`config.mk`:
```
export PLATFORM = sky130hd
export DESIGN_NAME = imm_gen_stage
export DESIGN_NICKNAME = d
export VERILOG_FILES = /design/src/rtl/imm_gen_stage.sv
export SDC_FILE = /design/constraint.sdc
export NUM_CORES = 1
export LEC_CHECK = 0
export ABC_AREA = 1
export CAP_MARGIN = 20
export CELL_PAD_IN_SITES_DETAIL_PLACEMENT = 0
export CELL_PAD_IN_SITES_GLOBAL_PLACEMENT = 1
export CORE_MARGIN = 8
export CORE_UTILIZATION = 33
export DETAILED_ROUTE_END_ITERATION = 10
export GPL_TIMING_DRIVEN = 1
export PLACE_DENSITY = 0.79
export SETUP_SLACK_MARGIN = 0.02
export SYNTH_ARGS = -nofsm -noshare
export SYNTH_HDL_FRONTEND = slang
export SYNTH_SLANG_ARGS = --single-unit
```
`constraint.sdc`:
```
create_clock -name clk -period 1.4 [get_ports clk]
set_input_delay 0.28 -clock clk [delete_from_list [all_inputs] [get_ports clk]]
set_output_delay 0.28 -clock clk [all_outputs]
set_load 0.02 [all_outputs]
```
`src/rtl/imm_gen_stage.sv`:
```
// imm_gen_stage: RISC-V immediate-generation stage between IF/ID and ID/EX.
// Decodes the format from the opcode and builds the sign-extended immediate.
// The result is registered behind valid/ready with a main entry plus one skid entry.
// Optional feature macro IMM_GEN_TARGET_EN adds out_target = pc + imm for the B and J formats.
module imm_gen_stage #(
    parameter int unsigned XLEN = 32
) (
    input  logic            clk,
    input  logic            rst,
    input  logic            flush,
    input  logic            in_valid,
    output logic            in_ready,
    input  logic [31:0]     in_inst,
    input  logic [XLEN-1:0] in_pc,
    output logic            out_valid,
    input  logic            out_ready,
    output logic [XLEN-1:0] out_imm,
    output logic [2:0]      out_fmt,
    output logic            out_illegal,
    output logic [31:0]     out_inst,
    output logic [XLEN-1:0] out_pc
`ifdef IMM_GEN_TARGET_EN
    ,
    output logic [XLEN-1:0] out_target
`endif
);

    localparam logic [2:0] FmtNone = 3'd0;
    localparam logic [2:0] FmtI    = 3'd1;
    localparam logic [2:0] FmtS    = 3'd2;
    localparam logic [2:0] FmtB    = 3'd3;
    localparam logic [2:0] FmtU    = 3'd4;
    localparam logic [2:0] FmtJ    = 3'd5;

    typedef struct packed {
        logic [XLEN-1:0] imm;
        logic [2:0]      fmt;
        logic            illegal;
        logic [31:0]     inst;
        logic [XLEN-1:0] pc;
`ifdef IMM_GEN_TARGET_EN
        logic [XLEN-1:0] target;
`endif
    } entry_t;

    entry_t     dec;
    entry_t     main_q, main_d, skid_q, skid_d;
    logic       main_valid_q, main_valid_d, skid_valid_q, skid_valid_d;
    logic       accept;
    logic [6:0] opcode;
    logic       s;

    assign opcode = in_inst[6:0];
    assign s      = in_inst[31];

    // Decode the incoming instruction into a full entry ahead of the registers.
    always_comb begin
        dec         = '0;
        dec.inst    = in_inst;
        dec.pc      = in_pc;
        dec.fmt     = FmtNone;
        dec.illegal = 1'b0;
        case (opcode)
            7'b0110111, 7'b0010111: dec.fmt = FmtU;
            7'b1101111:             dec.fmt = FmtJ;
            7'b1100111, 7'b0000011, 7'b0010011,
            7'b1110011, 7'b0001111: dec.fmt = FmtI;
            7'b0100011:             dec.fmt = FmtS;
            7'b1100011:             dec.fmt = FmtB;
            7'b0110011:             dec.fmt = FmtNone;
            default:                dec.illegal = 1'b1;
        endcase
        case (dec.fmt)
            FmtI:    dec.imm = {{(XLEN-11){s}}, in_inst[30:20]};
            FmtS:    dec.imm = {{(XLEN-11){s}}, in_inst[30:25], in_inst[11:7]};
            FmtB:    dec.imm = {{(XLEN-12){s}}, in_inst[7], in_inst[30:25], in_inst[11:8], 1'b0};
            FmtU:    dec.imm = {{(XLEN-31){s}}, in_inst[30:12], 12'b0};
            FmtJ:    dec.imm = {{(XLEN-20){s}}, in_inst[19:12], in_inst[20], in_inst[30:21],
                                1'b0};
            default: dec.imm = '0;
        endcase
`ifdef IMM_GEN_TARGET_EN
        // JALR is I-format, so it deliberately gets no target here.
        dec.target = (dec.fmt == FmtB || dec.fmt == FmtJ) ? in_pc + dec.imm : '0;
`endif
    end

    assign in_ready = ~skid_valid_q;
    assign accept   = in_valid & in_ready;

    // Next-state for main/skid: flush wins, then hold, then drain skid, then load main.
    always_comb begin
        main_d       = main_q;
        skid_d       = skid_q;
        main_valid_d = main_valid_q;
        skid_valid_d = skid_valid_q;
        if (flush) begin
            main_valid_d = 1'b0;
            skid_valid_d = 1'b0;
        end else if (main_valid_q && !out_ready) begin
            if (accept) begin
                skid_d       = dec;
                skid_valid_d = 1'b1;
            end
        end else if (skid_valid_q) begin
            // Skid is only ever full while main is full, and accept is blocked then.
            main_d       = skid_q;
            main_valid_d = 1'b1;
            skid_valid_d = 1'b0;
        end else if (accept) begin
            main_d       = dec;
            main_valid_d = 1'b1;
        end else begin
            main_valid_d = 1'b0;
        end
    end

    // State registers with synchronous reset clearing data as well as valids.
    always_ff @(posedge clk) begin
        if (rst) begin
            main_q       <= '0;
            skid_q       <= '0;
            main_valid_q <= 1'b0;
            skid_valid_q <= 1'b0;
        end else begin
            main_q       <= main_d;
            skid_q       <= skid_d;
            main_valid_q <= main_valid_d;
            skid_valid_q <= skid_valid_d;
        end
    end

    assign out_valid   = main_valid_q;
    assign out_imm     = main_q.imm;
    assign out_fmt     = main_q.fmt;
    assign out_illegal = main_q.illegal;
    assign out_inst    = main_q.inst;
    assign out_pc      = main_q.pc;
`ifdef IMM_GEN_TARGET_EN
    assign out_target  = main_q.target;
`endif

endmodule

```
==> results.yml <==
place:
  portBuffers: 170
  placed_cell_area_mm2: 0.0116
  place_ws_ps: -770
  dp_hpwl_um: 19200
  gp_congestion: 0.812
routing:
  drc: 0
  wl_um: 36200
  drt-vias-per-instance: 5.28
  postRouteAntennaNets: 0
  routedWlPerCell_um: 19.4
  dr.pass1.iters: 5
  drt_iter0_markers: 832
  vias: 9839
cells_and_area:
  finalNetCount: 1574
  fill_cells: 2437
  fin_area_mm2: 0.0144
  areaGrowthSynthToFinish_pct: 62.8
  drive_gt1_share_pct: 36.6
  register_area_mm2: 0.00405
  diodes: 0
  multi_input_area_mm2: 0.00504
floorplan:
  start_util_pct: 33.2
  die_y_um: 180
  core_mm2: 0.0267
  rows: 60
  die_area_mm2: 0.0323
  die_w_um: 180
  boundaryPins: 171
synthesis:
  netlist_area_mm2: 0.00885
  ys_types: 27
  ys_warn_count: 0
  seq_area_frac_synth_pct: 45.7
  synth_cells: 1240
  async_flop_share_pct: 0
  synth_edf_count: 0
  syn_nets: 1309
  synth.avg_cell_area_um2: 7.14
  synth-seq-cells: 202
  ys.flop_type: "dfxtp_1"
critical_path:
  reg2regPathDepth: 10
  critPathMaxStageDelay_ps: 360
  critPathMaxFanout: 8
  crit_buf_inv: 5
  reg2reg_slack_ps: -190
  crit_path_start_kind: "register"
  crit_type: "register to register"
  crit_required_ps: 1850
  cp_num_cells: 10
  crit_path_frequent_cell: "buf_12"
  slowest_stage: "dfxtp_4"
  critical-path-top-delay-family: "buffers and inverters"
  crit_chain: "buf_6 -> nor2_4 -> nor3_4 -> buf_12 -> buf_8 -> clkinv_8 -> buf_12 -> nor2_1 -> nand2_1 -> a21oi_2"
  endpoint_kind: "register"
  cp_data_arrival_time_ps: 2050
sta:
  finalHoldViolations: 0
  post-route-period-util_pct: 114
  relSlewSlack_pct: 68.7
  setup-tns-final_ps: -14230
  fmax_mhz: 628
  worst_slew_pin_slew_ps: 470
  slew_violations: 0
  setup_viol_count_final: 177
  setup_ws_ps: -193
  min_period_ps: 1590
  grt_setup_unrepaired: "true"
  hold-worst-slack_ps: 89.5
  fin_skew_ps: 15.9
clock_network:
  cts_max_level: 1
  cts_tree: "done"
  clk_path_buf_depth: 3
  cts_buffers: 24
  clkTransAtPathRegs_ps: 70
  clock-sinks: 202
  cts_root_buf: "clkbuf_16"
  clock_latency_ps: 520
  ctsHoldBuffers: 0
grt:
  grt_max_degree: 50
  antenna_found_initial: 0
  track_usage_pct: 18.3
  grt_pass1_vias: 8734
  grt_pass1_wl_um: 49100
  overflow: 0
run:
  max_cap_viol_count: 0
power:
  power_density_mw_per_mm2: 1020
  leakagePower_nw: 6.55
  ir_drop_v: 0.000799
outcome:
  violations: "setup timing"
  status: "finished, violations left"
min_path:
  hold_path.class: "input pin to register"
  min_path_cells: 3
cells in the final DEF (no fill, tap or decap), drive strengths merged:
cell / netlist / routed
a21boi: 1 / 1
a21oi: 58 / 58
a31oi: 65 / 65
buf: 49 / 246
bufbuf: 0 / 1
bufinv: 0 / 3
clkbuf: 54 / 55
clkdlybuf4s50: 0 / 61
clkinv: 0 / 11
clkinvlp: 0 / 1
dfxtp: 202 / 202
dlygate4sd2: 0 / 6
dlymetal6s2s: 0 / 1
inv: 61 / 62
nand2: 249 / 249
nand3: 118 / 118
nand4: 1 / 1
nor2: 207 / 207
nor3: 2 / 2
o211ai: 32 / 32
o21ai: 140 / 140
o31ai: 1 / 1
final timing paths:
check	startpoint	end
hold reg to reg	out_imm[27]	out_imm[27]
setup / recovery	skid_valid_q	out_imm[3]
setup reg to reg	skid_valid_q	out_imm[3]
hold / removal	in_inst[4]	skid_q[36]
synth_stat cells (2+ instances only):
library cell	number	area share [%]
nand2_1	244	10
o211ai_1	32	2.7
nor2_1	202	8.6
a31oi_1	65	4.6
a21oi_1	58	3.3
nand3_2	12	1.4
buf_4	5	0.42
dfxtp_1	202	46
nor2_2	3	0.21
clkbuf_1	54	2.3
nand2_4	2	0.25
o21ai_1	4	0.23
buf_1	5	0.21
inv_2	5	0.21
buf_6	3	0.38
inv_1	56	2.4
nand2_2	3	0.21
buf_2	36	2.0
o21ai_0	136	7.7
nand3_1	106	6.0
final cells by class:
type,instances,share of cell area (%)
tap,341,2.96
multi-input combinational,874,35.0
timing repair buffer,340,26.0
inverter,61,1.82
clock inverter,14,1.05
clock buffer,30,4.75
timing repair inverter,2,0.287
sequential,202,28.1
per-layer routing:
| metal | vias to the layer above | global-route usage (%) | wire length (um) |
|---|---|---|---|
| li1 | 4691 | - | - |
| met2 | 349 | 29.8 | 17100 |
| met5 | - | 0 | 0 |
| met1 | 4729 | 24.7 | 16200 |
| met4 | 0 | 4.93 | 861 |
| met3 | 70 | 3.27 | 2040 |
report_power, final:
group	internal, mW	total (mW)	switching (mW)
logic	0.931	2.06	1.13
clock network	4.02	6.63	2.61
registers	5.94	6.06	0.123
total	10.9	14.8	3.86
repair_timing:
action                                  4_1_cts  5_1_grt
resized for setup                           489      402
cloned                                       12       33
pin swaps                                     8       75
buffers inserted                             15       18
endpoints found under the setup margin      253      210
hold endpoints to repair                      0        0
logic make-up (layout without fill, tap and decap cells):
kind of cell,after synthesis,in the layout,synth area share (%)
DFF,202,202,45.7
and+or+nand+nor,577,577,27.7
buffers and inverters,164,447,7.93
AOI/OAI and AO/OA,297,297,18.7
sequential cells by signal (all words and copies together), names as in the netlist:
register	cells
skid_valid_q	1
out_fmt	3
out_pc	32
out_illegal	1
out_inst	32
out_valid	1
out_imm	32
skid_q	100
metrics by stage:
step	std cells	total power, mW	util (%)
2_1_floorplan	1240	6.91	-
3_3_place_gp	1747	7.84	43.4
3_5_place_dp	1747	7.85	43.4
4_1_cts	1818	14.4	47.0
5_1_grt	1864	15.2	54.1
6_report	1864	14.8	54.1
worst reg2reg max path, stage by stage, from the launching register on:
cell	delay [ps]
dfxtp_4	360
buf_6	110
nor2_4	40
nor3_4	220
buf_12	150
buf_8	110
clkinv_8	80
buf_12	160
nor2_1	80
nand2_1	80
a21oi_2	120
Note: power is estimated with default switching activity, not from simulation.
